==> config.mk <==
export PLATFORM = sky130hd
export DESIGN_NAME = t5_decode
export DESIGN_NICKNAME = d
export VERILOG_FILES = /design/src/rtl/t5_decode.sv
export SDC_FILE = /design/constraint.sdc
export NUM_CORES = 1
export LEC_CHECK = 0
export ABC_AREA = 1
export BUFFER_PORTS_ARGS = -buffer_cell sky130_fd_sc_hd__clkbuf_2
export CORE_UTILIZATION = 40
export DETAILED_ROUTE_END_ITERATION = 6
export PLACE_DENSITY = 0.76
export SETUP_SLACK_MARGIN = 0.05
export SLEW_MARGIN = 20
export SYNTH_ARGS = -nofsm -noshare
export SYNTH_HDL_FRONTEND = slang
export SYNTH_SLANG_ARGS = --single-unit
==> constraint.sdc <==
create_clock -name sclk -period 1.79 [get_ports sclk]
set_clock_uncertainty 0.1 [all_clocks]
set_input_delay 0.0895 -clock sclk [delete_from_list [all_inputs] [get_ports sclk]]
set_output_delay 0.0895 -clock sclk [all_outputs]
set_load 0.02 [all_outputs]
==> src/rtl/t5_decode.sv <==
// t5_decode: barrel-threaded RV32I decode stage with per-hart post-flush fetch kill.
module t5_decode #(
    parameter int unsigned XLEN = 32,
    parameter int unsigned HW   = 2,
    parameter int unsigned KILL = 1
) (
    input  logic            sclk,
    input  logic            srst_n,
    input  logic            sena,
    input  logic            fvld,
    input  logic [XLEN-1:0] fpc,
    input  logic [31:0]     idat,
    input  logic [XLEN-1:0] rs1d,
    input  logic [XLEN-1:0] rs2d,
    input  logic            xflush,
    input  logic [HW-1:0]   xfhart,
    output logic [4:0]      rs1a,
    output logic [4:0]      rs2a,
    output logic            dvld,
    output logic            dill,
    output logic [HW-1:0]   dhart,
    output logic [XLEN-1:0] dop1,
    output logic [XLEN-1:0] dop2,
    output logic [XLEN-1:0] dcp1,
    output logic [XLEN-1:0] dcp2,
    output logic [4:0]      dopc,
    output logic [2:0]      dfn3,
    output logic [6:0]      dfn7,
    output logic [XLEN-1:0] dpc,
    output logic [XLEN-1:0] xpc,
    output logic [XLEN-1:0] mpc
);

    localparam int unsigned HARTS = 1 << HW;

    localparam logic [4:0] OPC_LOAD   = 5'b00000;
    localparam logic [4:0] OPC_FENCE  = 5'b00011;
    localparam logic [4:0] OPC_OPIMM  = 5'b00100;
    localparam logic [4:0] OPC_AUIPC  = 5'b00101;
    localparam logic [4:0] OPC_STORE  = 5'b01000;
    localparam logic [4:0] OPC_OP     = 5'b01100;
    localparam logic [4:0] OPC_LUI    = 5'b01101;
    localparam logic [4:0] OPC_BRANCH = 5'b11000;
    localparam logic [4:0] OPC_JALR   = 5'b11001;
    localparam logic [4:0] OPC_JAL    = 5'b11011;
    localparam logic [4:0] OPC_SYSTEM = 5'b11100;
    localparam logic [4:0] OPC_NOP    = 5'h0D;

    logic [2:0]      r_kcnt [HARTS];
    logic            r_dvld;
    logic            r_dill;
    logic [HW-1:0]   r_dhart;
    logic [XLEN-1:0] r_dop1;
    logic [XLEN-1:0] r_dop2;
    logic [XLEN-1:0] r_dcp1;
    logic [XLEN-1:0] r_dcp2;
    logic [4:0]      r_dopc;
    logic [2:0]      r_dfn3;
    logic [6:0]      r_dfn7;
    logic [XLEN-1:0] r_dpc;
    logic [XLEN-1:0] r_xpc;
    logic [XLEN-1:0] r_mpc;

    logic [HW-1:0]   w_fhart;
    logic [4:0]      w_opc;
    logic            w_accept;
    logic            w_legal;
    logic [31:0]     w_imm32;
    logic [XLEN-1:0] w_imm;
    logic [XLEN-1:0] w_op1;
    logic [XLEN-1:0] w_op2;
    logic [XLEN-1:0] w_pc_inc;

    assign w_fhart  = fpc[HW-1:0];
    assign w_opc    = idat[6:2];
    assign rs1a     = idat[19:15];
    assign rs2a     = idat[24:20];
    assign w_accept = sena & fvld & (r_kcnt[w_fhart] == 3'd0)
                      & ~(xflush & (xfhart == w_fhart));
    assign w_pc_inc = {fpc[XLEN-1:2] + (XLEN-2)'(1), fpc[1:0]};
    assign w_imm    = XLEN'($signed(w_imm32));

    // Legality check and format-dependent immediate extraction
    always_comb begin
        w_legal = 1'b0;
        w_imm32 = 32'd0;
        case (w_opc)
            OPC_LOAD, OPC_FENCE, OPC_OPIMM, OPC_JALR, OPC_SYSTEM: begin
                w_legal = 1'b1;
                w_imm32 = {{20{idat[31]}}, idat[31:20]};
            end
            OPC_STORE: begin
                w_legal = 1'b1;
                w_imm32 = {{20{idat[31]}}, idat[31:25], idat[11:7]};
            end
            OPC_BRANCH: begin
                w_legal = 1'b1;
                w_imm32 = {{19{idat[31]}}, idat[31], idat[7], idat[30:25], idat[11:8], 1'b0};
            end
            OPC_LUI, OPC_AUIPC: begin
                w_legal = 1'b1;
                w_imm32 = {idat[31:12], 12'd0};
            end
            OPC_JAL: begin
                w_legal = 1'b1;
                w_imm32 = {{11{idat[31]}}, idat[31], idat[19:12], idat[20], idat[30:21], 1'b0};
            end
            OPC_OP: begin
                w_legal = 1'b1;
            end
            default: begin
                w_legal = 1'b0;
            end
        endcase
        if (idat[1:0] != 2'b11) begin
            w_legal = 1'b0;
        end
    end

    // ALU operand selection; illegal instructions become a zero-operand NOP
    always_comb begin
        w_op1 = rs1d;
        w_op2 = w_imm;
        if ((w_opc == OPC_AUIPC) || (w_opc == OPC_BRANCH) || (w_opc == OPC_JAL)) begin
            w_op1 = fpc;
        end else if (w_opc == OPC_LUI) begin
            w_op1 = '0;
        end
        if (w_opc == OPC_OP) begin
            w_op2 = rs2d;
        end
        if (!w_legal) begin
            w_op1 = '0;
            w_op2 = '0;
        end
    end

    // Per-hart kill counters: flush reloads, dropped fetches count down
    always_ff @(posedge sclk) begin
        for (int unsigned h = 0; h < HARTS; h++) begin
            if (!srst_n) begin
                r_kcnt[h] <= 3'd0;
            end else if (xflush && (xfhart == HW'(h))) begin
                r_kcnt[h] <= 3'(KILL);
            end else if (sena && fvld && (w_fhart == HW'(h)) && (r_kcnt[h] != 3'd0)) begin
                r_kcnt[h] <= r_kcnt[h] - 3'd1;
            end
        end
    end

    // Decode valid: follows accept when advancing, flush can squash it while stalled
    always_ff @(posedge sclk) begin
        if (!srst_n) begin
            r_dvld <= 1'b0;
        end else if (sena) begin
            r_dvld <= w_accept;
        end else if (xflush && r_dvld && (r_dhart == xfhart)) begin
            r_dvld <= 1'b0;
        end
    end

    // Decode payload registers, loaded only on accept
    always_ff @(posedge sclk) begin
        if (!srst_n) begin
            r_dill  <= 1'b0;
            r_dhart <= '0;
            r_dop1  <= '0;
            r_dop2  <= '0;
            r_dcp1  <= '0;
            r_dcp2  <= '0;
            r_dopc  <= OPC_NOP;
            r_dfn3  <= 3'd0;
            r_dfn7  <= 7'd0;
        end else if (w_accept) begin
            r_dill  <= ~w_legal;
            r_dhart <= w_fhart;
            r_dop1  <= w_op1;
            r_dop2  <= w_op2;
            r_dcp1  <= rs1d;
            r_dcp2  <= rs2d;
            r_dopc  <= w_legal ? w_opc : OPC_NOP;
            r_dfn3  <= idat[14:12];
            r_dfn7  <= idat[31:25];
        end
    end

    // PC pipeline: link PC captured on accept, shifted toward execute/memory each advance
    always_ff @(posedge sclk) begin
        if (!srst_n) begin
            r_dpc <= '0;
            r_xpc <= '0;
            r_mpc <= '0;
        end else if (sena) begin
            r_mpc <= r_xpc;
            r_xpc <= r_dpc;
            if (w_accept) begin
                r_dpc <= w_pc_inc;
            end
        end
    end

    assign dvld  = r_dvld;
    assign dill  = r_dill;
    assign dhart = r_dhart;
    assign dop1  = r_dop1;
    assign dop2  = r_dop2;
    assign dcp1  = r_dcp1;
    assign dcp2  = r_dcp2;
    assign dopc  = r_dopc;
    assign dfn3  = r_dfn3;
    assign dfn7  = r_dfn7;
    assign dpc   = r_dpc;
    assign xpc   = r_xpc;
    assign mpc   = r_mpc;

endmodule

==> out/metrics.yaml, run 1 <==
run_status:
  status: "finished with violations"
  violations: "DRC, setup timing"
power_and_ir_drop:
  p_leak_nw: 8.06
  totalPowerFinal_mw: 14.5
  vdd_drop_max_v: 0.000786
  power_density_nw_per_um2: 865
die:
  rows: 62
  design.portCount: 388
  core_um2: 28700
  die_w_um: 173
  initial_core_util: 0.406
  die_h_um: 173
  die-area_um2: 29800
timing:
  hold_viol_final: 0
  holdWs_ns: 0.0140
  fin_ws_ns: -0.0752
  final-max-slew-violation-count: 0
  period_share: 1.04
  slew_headroom: 0.606
  min_period_ns: 1.87
  rsz0062_at_grt: "true"
  fmax_mhz: 536
  worstMarginPinSlew_ns: 0.590
  setup_violations: 32
drt:
  dr_wl_met3_um: 3960
  num_vias: 13721
  drt-met1-wl_um: 19000
  antenna_left: 0
  routed-wl-met2_um: 20700
  top_layer_used: "met4"
  first_iter_violations: 1176
  via_per_inst: 5.26
  drc_errors: 2
  first_pass_iters: 7
  wirelength_um: 46000
  wire_per_inst_um: 17.7
clocking:
  clk_pin_slew_worst_paths_ns: 0.07
  cts_sinks: 255
  worstSkewPairLatency_ns: 0.54
  cts_made_buffers: 27
  clock_path_buffers: 3
  cts_max_level: 1
  clock-root-buffer: "clkbuf_16"
  tritoncts: "yes"
cells_and_area:
  nets: 2345
  layoutNonFillerInstCount: 2608
  drive_above_1_share: 0.258
  syn2layout_area_growth_pct: 43.8
  post-route-util: 0.584
synth:
  syn_avg_cell_area_um2: 6.81
  ys_types: 35
  syn_area_um2: 11600
  netlist_top_cells_area: "dfxtp_1 42%, nor2_1 16%, nand2_1 8.0%, o21ai_0 7.1%, a21oi_1 4.1%"
  synth_edf_count: 12
  synthCells: 1710
  synth-warning-count: 0
  ys_ff_latch: 255
  synth_top_area_share: 0.418
  async_reset_ff_frac: 0
  synth-main-ff-cell: "dfxtp_1"
  synth_top_area_cell: "dfxtp_1"
  synth_nets: 1854
  yosysSeqAreaShare: 0.449
global_routing:
  grt_pass1_vias: 12568
  grt_max_degree: 65
  grt_pass1_wl_um: 67900
  antenna_found_initial: 2
  grt_use_total: 0.280
  grt_overflow: 0
critical_path:
  start_kind: "flop"
  worst-endpoint-required_ns: 2.15
  critPathArrivalTime_ns: 2.23
  end_kind: "flop"
  reg2reg_depth: 10
  crit_type: "flop to flop"
  reg2reg_setup_slack_ns: -0.08
  reg2reg_to: "dop1[3]$_SDFFE_PN0N_"
  cp_max_fo: 7
  r2r_start: "r_kcnt[3][1]$_SDFFCE_PN0P_"
  cp-endpoint: "dop1[3]$_SDFFE_PN0N_"
  crit_start: "r_kcnt[3][1]$_SDFFCE_PN0P_"
flow_run:
  cap_violations: 0
place:
  portBuffers: 387
  dp_cells: 2419
  place_ws_ns: -0.0106
  gp_congestion: 0.983
  hpwl_um: 30200
hold_path:
  hold_path.class: "input port to flop"
metal layers:
| metal | GRT usage | vias up |
|---|---|---|
| met4 | 0.129 | 0 |
| li1 | - | 6450 |
| met3 | 0.0556 | 199 |
| met2 | 0.445 | 843 |
| met5 | 0 | - |
| met1 | 0.366 | 6229 |
power breakdown:
| group | switching [mW] | total (mW) | internal, mW |
|---|---|---|---|
| combinational | 1.54 | 2.48 | 0.937 |
| sequential | 0.190 | 6.18 | 5.99 |
| clock | 2.43 | 5.83 | 3.40 |
| total | 4.16 | 14.5 | 10.3 |
final cells by class:
cell class	count	area (µm²)
Antenna cell	3	7.51
Tap cell	384	480
Fill cell	2564	12000
Timing Repair Buffer	582	4080
Sequential cell	255	5230
Inverter	117	452
Clock inverter	15	160
Multi-Input combinational cell	1218	5590
Clock buffer	34	752
how the worst min path moves through the flow:
stage / startpoint / endpoint / slack [ns] / cells after the start
2_1_floorplan: fpc[2] / dpc[2]$_SDFFE_PN0P_ / 0.08 / 1
3_3_place_gp: rs1d[12] / dcp1[12]$_SDFFE_PN0N_ / 0.24 / 3
3_5_place_dp: rs2d[15] / dcp2[15]$_SDFFE_PN0N_ / 0.24 / 3
4_1_cts: idat[1] / dopc[1]$_SDFFE_PN0N_ / 0.001 / 5
5_1_grt: fpc[20] / dpc[20]$_SDFFE_PN0P_ / 0.03 / 5
6_report: fpc[20] / dpc[20]$_SDFFE_PN0P_ / 0.01 / 5
flip-flops by register name, summed over array words and instances (netlist names), 12 cells and up:
signal	flops
dcp1	32
dcp2	32
dop1	32
dop2	32
dpc	32
mpc	32
xpc	32
r_kcnt	12
cell usage in the layout (no fill, tap or decap), types with 3 or more instances in the layout:
cell / count
nor2_1: 485
nand3_2: 5
or2_2: 4
dfxtp_1: 243
a21oi_2: 3
nand2_2: 5
buf_12: 15
bufinv_16: 3
ha_1: 8
nand3_1: 80
diode_2: 3
nor2_4: 4
a31oi_1: 6
nor3_1: 6
inv_2: 8
buf_6: 8
dlygate4sd3_1: 118
nor2_2: 23
xor2_1: 13
clkbuf_2: 385
o21ai_0: 148
edfxtp_1: 12
nand4_1: 43
inv_1: 107
clkbuf_16: 34
a211oi_1: 4
buf_4: 46
o21ai_1: 18
clkbuf_8: 5
nand2_1: 245
xnor2_1: 12
a21oi_1: 93
clkinv_2: 8
cell families (layout without fill, tap and decap cells):
group           after synthesis  in the layout  share of synthesized area
simple gates                906            906                      0.317
flops                       255            255                      0.449
other cells                   0              3                          0
xor+xnor                     25             25                     0.0188
compound gates              278            278                      0.122
fa+ha+maj                     9              9                    0.00967
buf+inv                     237            748                     0.0841
cells in the mapped netlist, types with 2 or more instances:
library cell and instances:
nor2_1 508, nand2_1 249, dfxtp_1 243, o21ai_0 165, inv_1 111, a21oi_1 96
nand3_1 84, clkbuf_1 68, nand4_1 43, buf_2 42, xor2_1 13, edfxtp_1 12
xnor2_1 12, buf_4 10, ha_1 9, a31oi_1 6, nor3_1 6, inv_2 5
a211oi_1 4, or2_2 4, nor2_2 3, o21ai_1 3, nand2_2 2
through the flow:
step | instance area (µm²) | TNS, ns
floorplan | 11600 | 0
global placement | 14100 | 0
detailed placement | 14100 | -0.121
CTS | 16300 | 0
global route | 16700 | -13.02
finish | 16700 | -0.677
timing repair:
item,4_1_cts,5_1_grt
setup endpoints to repair,129,187
cloned,0,12
hold buffers,118,0
buffers inserted,2,5
gates resized for setup,7,80
pin swaps,0,13
endpoints found under the hold margin,188,0
worst max-delay path, cell delays in order (launching register included):
cell,delay [ns]
edfxtp_1,0.38
inv_1,0.14
nand3_1,0.09
nand3_1,0.09
nand3_2,0.09
nor2_4,0.16
buf_12,0.19
buf_4,0.13
buf_6,0.13
nand4_1,0.12
a21oi_1,0.16
No activity file was read; power rests on OpenSTA's default activity.
==> inputs of run 2 (changes only) <==
--- a/config.mk
+++ b/config.mk
@@ -10,6 +10,7 @@
 export CORE_UTILIZATION = 40
 export DETAILED_ROUTE_END_ITERATION = 6
 export PLACE_DENSITY = 0.76
+export RECOVER_POWER = 100
 export SETUP_SLACK_MARGIN = 0.05
 export SLEW_MARGIN = 20
 export SYNTH_ARGS = -nofsm -noshare
==> run 2 against run 1 <==
The flow finishes with violations (setup timing). Fmax about the same. Cell count stayed put. Via count grew 0.17%. Sequential power hardly changed. Non-clock buffer count stayed put. Clock power is essentially flat. Combinational power decreased by 3%. Sequential share of layout area up 0.61 points.
==> out/metrics.yaml, run 2 (synthesized netlist as in run 1, its figures left out) <==
cells_and_area:
  final_common_cell: "nor2_1"
  nets: 2345  # unchanged
  syn2layout_area_growth_pct: 41.1
  postLayoutCellArea_um2: 16400  # -1.9%
  drive_above_1_share: 0.144  # -0.114
  final_cell_mix: "485 x nor2_1, 255 x clkbuf_1, 245 x nand2_1"
critical_path:
  crit_path_top_delay_cell: "edfxtp_1"
  reg2reg_to: "dop1[3]$_SDFFE_PN0N_"
  crit_start: "r_kcnt[3][0]$_DFFE_PP_"
  cp_max_fo: 7  # unchanged
  start_kind: "flop"
  reg2reg_setup_slack_ns: -0.07  # about the same
  critPathArrivalTime_ns: 2.23  # about the same
  worst-endpoint-required_ns: 2.16  # about the same
  end_kind: "flop"
  cp_common_cell: "nand3_1"
  crit_type: "flop to flop"
  max_stage_delay_ns: 0.42  # +0.04 ns
  r2r_start: "r_kcnt[3][0]$_DFFE_PP_"
  cp_cell_sequence: "inv_2 -> nand3_1 -> nand3_1 -> nand3_2 -> nor2_4 -> buf_12 -> buf_4 -> buf_6 -> nand4_1 -> a21oi_1"
  reg2reg_depth: 10  # unchanged
  cp-endpoint: "dop1[3]$_SDFFE_PN0N_"
drt:
  first_iter_violations: 1281  # +8.9%
  first_pass_iters: 7  # unchanged
  antenna_left: 0  # unchanged
  via_per_inst: 5.27  # +0.17%
  wire_per_inst_um: 17.7  # +0.33%
  drc_errors: 0  # -2
  wirelength_um: 46200  # +0.33%
  num_vias: 13744  # +0.17%
hold_path:
  worstHoldStart: "fpc[20]"
  hold_path.class: "input port to flop"
global_routing:
  grt_pass1_vias: 12568  # unchanged
  grt_use_total: 0.280  # unchanged
  grt_overflow: 0  # unchanged
  grt_max_degree: 65  # unchanged
  antenna_found_initial: 2  # unchanged
  grt_pass1_wl_um: 67900  # unchanged
run_status:
  status: "finished with violations"
  violations: "setup timing"
die:
  die-area_um2: 29800  # unchanged
  die_h_um: 173  # unchanged
  rows: 62  # unchanged
  core_um2: 28700  # unchanged
  die_w_um: 173  # unchanged
  design.portCount: 388  # unchanged
  initial_core_util: 0.406  # unchanged
timing:
  min_period_ns: 1.86  # -0.000881 ns
  period_share: 1.04  # about the same
  slew_headroom: 0.329  # -0.277
  setup_violations: 42  # +31%
  fmax_mhz: 536  # about the same
  hold_viol_final: 0  # unchanged
  holdWs_ns: 0.0123  # -0.00177 ns
  final-max-slew-violation-count: 0  # unchanged
  worstMarginPinSlew_ns: 1.01  # +0.416 ns
  rsz0062_at_grt: "true"
  fin_ws_ns: -0.0743  # +0.000881 ns
place:
  gp_congestion: 0.983  # unchanged
  portBuffers: 387  # unchanged
  place_area_um2: 14100  # unchanged
  hpwl_um: 30200  # unchanged
power_and_ir_drop:
  clkPwrFrac: 0.405  # +0.003
  power_density_nw_per_um2: 878  # +1.5%
  internal_power_mw: 10.3  # -0.63%
  vdd_drop_max_v: 0.000765  # -2.7%
  power_frac_comb: 0.167  # -0.004
  power_frac_seq: 0.428  # +0.002
  p_leak_nw: 7.21  # -11%
  p_sw_mw: 4.16  # about the same
  swShare: 0.289  # +0.00146
clocking:
  tritoncts: "yes"
  cts_sinks: 255  # unchanged
  clock_path_buffers: 3  # unchanged
  cts_max_level: 1  # unchanged
  clk_pin_slew_worst_paths_ns: 0.07  # about the same
  clock-root-buffer: "clkbuf_16"
  cts_made_buffers: 27  # unchanged
  worstSkewPairLatency_ns: 0.54  # about the same
flow_run:
  cap_violations: 0  # unchanged
==> run 2: cell count changes in the layout (fill, tap and decap cells not counted), sizes merged <==
cell    change
buf         -1
clkbuf      +1
==> run 2: cell type report <==
class / count / area [µm²]
Clock inverter: 15 / 160
Inverter: 117 / 452
Antenna cell: 3 / 7.51
Sequential cell: 255 / 5230
Fill cell: 2721 / 12300
Clock buffer: 34 / 752
Multi-Input combinational cell: 1218 / 5590
Timing Repair Buffer: 582 / 3760
Tap cell: 384 / 480
==> run 2: how the worst min path moves through the flow <==
stage,slack (ns),cells past startpoint,to
after global placement,0.24,3,dcp1[12]$_SDFFE_PN0N_
after detailed placement,0.24,3,dcp2[15]$_SDFFE_PN0N_
after floorplan,0.08,1,dpc[2]$_SDFFE_PN0P_
after CTS,0.001,5,dopc[1]$_SDFFE_PN0N_
after global routing,0.03,5,dpc[20]$_SDFFE_PN0P_
final,0.01,5,dpc[20]$_SDFFE_PN0P_
==> run 2: power groups by stage <==
| stage | Combinational [mW] | Clock (mW) | Sequential, mW |
|---|---|---|---|
| 2_1_floorplan | 0.895 | 0 | 6.55 |
| 3_3_place_gp | 2.00 | 0 | 6.28 |
| 3_5_place_dp | 2.03 | 0 | 6.29 |
| 4_1_cts | 2.26 | 5.89 | 6.17 |
| 5_1_grt | 2.59 | 6.14 | 6.20 |
| 6_report | 2.41 | 5.83 | 6.17 |
==> run 2: metrics by stage <==
| step | setup TNS [ns] | cells | power, mW | worst slack [ns] | utilization |
|---|---|---|---|---|---|
| final | -1.06 | 2608 | 14.4 | -0.0743 | 0.572 |
| after floorplan | 0 | 1710 | 7.44 | 0.0843 | - |
| after global routing | -13.02 | 2607 | 14.9 | -0.154 | 0.572 |
| after CTS | 0 | 2588 | 14.3 | 0.00430 | 0.566 |
| after global placement | 0 | 2419 | 8.29 | 0.00659 | 0.492 |
| after detailed placement | -0.121 | 2419 | 8.32 | -0.0106 | 0.492 |
==> run 2: repair_timing <==
item                                    CTS  global route
hold endpoints to repair                188             0
endpoints found under the setup margin  129           187
hold buffers                            118             0
pin swaps                                 0            13
gates resized for setup                   7            80
cloned                                    0            12
buffers inserted                          2             5
==> run 2: routing by layer <==
| metal | share of wire | track usage |
|---|---|---|
| met1 | 0.41 | 0.366 |
| met2 | 0.45 | 0.445 |
| met3 | 0.086 | 0.0556 |
| met4 | 0.054 | 0.129 |
| met5 | 0 | 0 |
==> run 2: worst max-delay path, delay by kind of cell (launching register included) <==
kind            cells  cell delay (ns)
simple gates        5             0.54
compound gates      1             0.15
buf+inv             4             0.56
flops               1             0.42
==> inputs of run 3 (changes only) <==
--- a/config.mk
+++ b/config.mk
@@ -5,12 +5,11 @@
 export SDC_FILE = /design/constraint.sdc
 export NUM_CORES = 1
 export LEC_CHECK = 0
-export ABC_AREA = 1
 export BUFFER_PORTS_ARGS = -buffer_cell sky130_fd_sc_hd__clkbuf_2
 export CORE_UTILIZATION = 40
 export DETAILED_ROUTE_END_ITERATION = 6
 export PLACE_DENSITY = 0.76
-export RECOVER_POWER = 100
+export RECOVER_POWER = 25
 export SETUP_SLACK_MARGIN = 0.05
 export SLEW_MARGIN = 20
 export SYNTH_ARGS = -nofsm -noshare
==> run 3 against run 2 <==
The flow still finishes with violations (setup timing). Routed wire length up 10%. Utilization up 9.4 points. Synthesized cell count down 28%. Sequential share of layout area down 3.7 points. Fmax down 18%. Sequential cell count unchanged. Critical path depth down 2. Critical path type unchanged. Worst hold slack better by 0.037 ns. Worst setup slack worse by 0.42 ns. First-iteration DRC count down 18%. Global-route usage up 2.6 points. Clock-buffer cell count up 12.
==> out/metrics.yaml, run 3 <==
clocking:
  clock-root-buffer: "clkbuf_16"
  cts_made_buffers: 28  # +3.7%
  tritoncts: "yes"
  worstSkewPairLatency_ns: 0.55  # about the same
  clk_pin_slew_worst_paths_ns: 0.06  # about the same
  clock_path_buffers: 3  # unchanged
  cts_sinks: 255  # unchanged
  cts_max_level: 1  # unchanged
synth:
  yosysSeqAreaShare: 0.457  # +0.00830
  synth_compound_area_frac: 0.189  # +0.0666
  synth.most_common_cell: "dfxtp_1"
  synthSimpleGateAreaFrac: 0.199  # -0.118
  async_reset_ff_frac: 0  # unchanged
  netlist_top_cells_area: "dfxtp_1 43%, nand2_1 6.3%, mux2i_1 5.6%, o31ai_2 5.5%, a21oi_1 4.5%"
  synthMuxAreaShare: 0.0560  # +0.0560
  synth-main-ff-cell: "dfxtp_1"
  ys_ff_latch: 255  # unchanged
  synth_top_area_share: 0.425  # +0.00772
  synth-xor-area-share: 0.0253  # +0.00648
  syn_avg_cell_area_um2: 9.32  # +37%
  synth_top_family_by_area: "simple AND/OR/NAND/NOR gates"
  synth-warning-count: 0  # unchanged
  synth_edf_count: 12  # unchanged
  synth_top_area_cell: "dfxtp_1"
  synth_nets: 1371  # -26%
  syn_area_um2: 11400  # -1.8%
  ys_types: 62  # +77%
  synth_fa_ha_area_frac: 0.00985  # +0.000179
  ys_top_cells_by_count: "243 x dfxtp_1, 191 x nand2_1, 102 x a21oi_1, 102 x nor2_1, 64 x mux2i_1"
  synthCells: 1227  # -28%
place:
  place_ws_ns: -0.306  # -0.295 ns
  hpwl_um: 27700  # -8.6%
  portBuffers: 387  # unchanged
  dp_cells: 1982  # -18%
  gp_congestion: 0.924  # -6.1%
  place_area_um2: 14200  # +0.80%
run_status:
  status: "finished with violations"
  violations: "setup timing"
timing:
  rsz0062_at_grt: "true"
  fmax_mhz: 438  # -18%
  slew_headroom: 0.264  # -0.0647
  holdWs_ns: 0.0488  # +0.0366 ns
  setup_violations: 196  # +370%
  period_share: 1.28  # +0.234
  fin_ws_ns: -0.492  # -0.418 ns
  hold_viol_final: 0  # unchanged
  min_period_ns: 2.28  # +0.418 ns
  final-max-slew-violation-count: 0  # unchanged
  worstMarginPinSlew_ns: 1.10  # +0.0971 ns
  timing.setup.tns_ns: -68.38  # -67.32 ns
cells_and_area:
  post-route-util: 0.667  # +0.0942
  postLayoutCellArea_um2: 18600  # +13%
  fill_cells: 1942  # -29%
  layoutNonFillerInstCount: 2224  # -15%
  final_common_cell: "clkbuf_2"
  n_antenna_cell: 0  # -3
  syn2layout_area_growth_pct: 62.9
  final_cell_mix: "315 x clkbuf_2, 243 x dfxtp_1, 142 x nand2_1"
  nets: 1968  # -16%
  drive_above_1_share: 0.438  # +0.294
drt:
  via_per_inst: 5.85  # +11%
  antenna_left: 0  # unchanged
  wirelength_um: 50900  # +10%
  first_pass_iters: 5  # -2
  wire_per_inst_um: 22.9  # +29%
  drc_errors: 0  # unchanged
  first_iter_violations: 1049  # -18%
  num_vias: 13000  # -5.4%
die:
  rows: 61  # -1.6%
  die_h_um: 171  # -0.90%
  core_um2: 27900  # -2.7%
  die-area_um2: 29300  # -1.8%
  design.portCount: 388  # unchanged
  die_w_um: 171  # -0.90%
  initial_core_util: 0.409  # +0.00359
critical_path:
  crit_type: "flop to flop"
  critPathArrivalTime_ns: 2.60  # +0.37 ns
  end_kind: "flop"
  reg2reg_to: "dcp2[22]$_SDFFE_PN0N_"
  cp-endpoint: "dcp2[22]$_SDFFE_PN0N_"
  worst-endpoint-required_ns: 2.11  # -0.05 ns
  cp_max_fo: 8  # +1
  reg2reg_depth: 8  # -2
  start_kind: "flop"
  r2r_start: "r_kcnt[1][2]$_SDFFCE_PN0P_"
  crit_start: "r_kcnt[1][2]$_SDFFCE_PN0P_"
  reg2reg_setup_slack_ns: -0.49  # -0.42 ns
power_and_ir_drop:
  totalPowerFinal_mw: 14.9  # +3.1%
  p_leak_nw: 7.64  # +6.0%
  vdd_drop_max_v: 0.000749  # -2.0%
  power_density_nw_per_um2: 798  # -9.1%
global_routing:
  grt_pass1_vias: 12437  # -1.0%
  grt_use_total: 0.306  # +0.0260
  grt_overflow: 0  # unchanged
  grt_max_degree: 67  # +3.1%
  antenna_found_initial: 0  # -2
  grt_pass1_wl_um: 69300  # +2.1%
flow_run:
  cap_violations: 0  # unchanged
hold_path:
  hold_path.class: "input port to flop"
[run 3: cell count changes after synthesis, moves of 49 or more]
cell / before / now
inv_1: 111 / 17
mux2i_1: 0 / 64
nand2_1: 249 / 191
nand3_1: 84 / 22
nand3_2: 1 / 50
nor2_1: 508 / 102
o21ai_0: 165 / 18
o31ai_2: 0 / 50
[run 3: logic make-up (layout without fill, tap and decap cells)]
family          after synthesis  after routing
flops                       255            255
buf+inv                     132            751
xor+xnor                     33             33
simple gates                445            445
fa+ha+maj                     9              9
compound gates              289            289
mux                          64             64
[run 3: cell type report]
cell class                 instances  area (µm²)  area share
timing repair buffer             682        5340       0.287
multi-input combinational        840        6540       0.351
clock buffer                      46         880      0.0472
clock inverter                     6        92.6     0.00497
tap                              378         473      0.0254
sequential                       255        5230       0.281
inverter                          17        78.8     0.00423
[run 3: repair_timing]
item | in CTS | in global routing
hold endpoints to repair | 178 | 0
endpoints found under the setup margin | 203 | 203
gates resized for setup | 151 | 145
buffers inserted | 17 | 17
pin swaps | 80 | 53
hold buffers | 131 | 0
cloned | 16 | 16
[run 3: power breakdown]
part,switching (mW),total [mW],internal (mW)
sequential,0.149,6.03,5.88
clock,2.46,6.10,3.64
combinational,1.53,2.74,1.21
[run 3: how the worst min path moves through the flow]
stage	endpoint	cells after the start	start	slack, ns
2_1_floorplan	dpc[2]$_SDFFE_PN0P_	1	fpc[2]	0.09
3_3_place_gp	dcp2[17]$_SDFFE_PN0N_	3	rs2d[17]	0.23
3_5_place_dp	dcp2[9]$_SDFFE_PN0N_	3	rs2d[9]	0.23
4_1_cts	dpc[11]$_SDFFE_PN0P_	6	fpc[10]	0.002
5_1_grt	r_kcnt[1][0]$_DFFE_PP_	4	xfhart[1]	0.06
6_report	r_kcnt[1][0]$_DFFE_PP_	4	xfhart[1]	0.05
[run 3: worst max-delay path, stage by stage (launching register included)]
cell      delay (ns)
edfxtp_1        0.43
nor3_2          0.23
nor3b_1         0.11
or4_4           0.59
buf_12          0.17
buf_12          0.17
buf_16          0.16
nand2_1         0.08
a21oi_1         0.10
[run 3: layer usage]
layer	up-vias	wire length, µm	GRT usage
li1	5563	-	-
met1	6214	18100	0.341
met2	953	25200	0.549
met3	270	4370	0.0539
met4	0	3280	0.172
met5	-	0	0
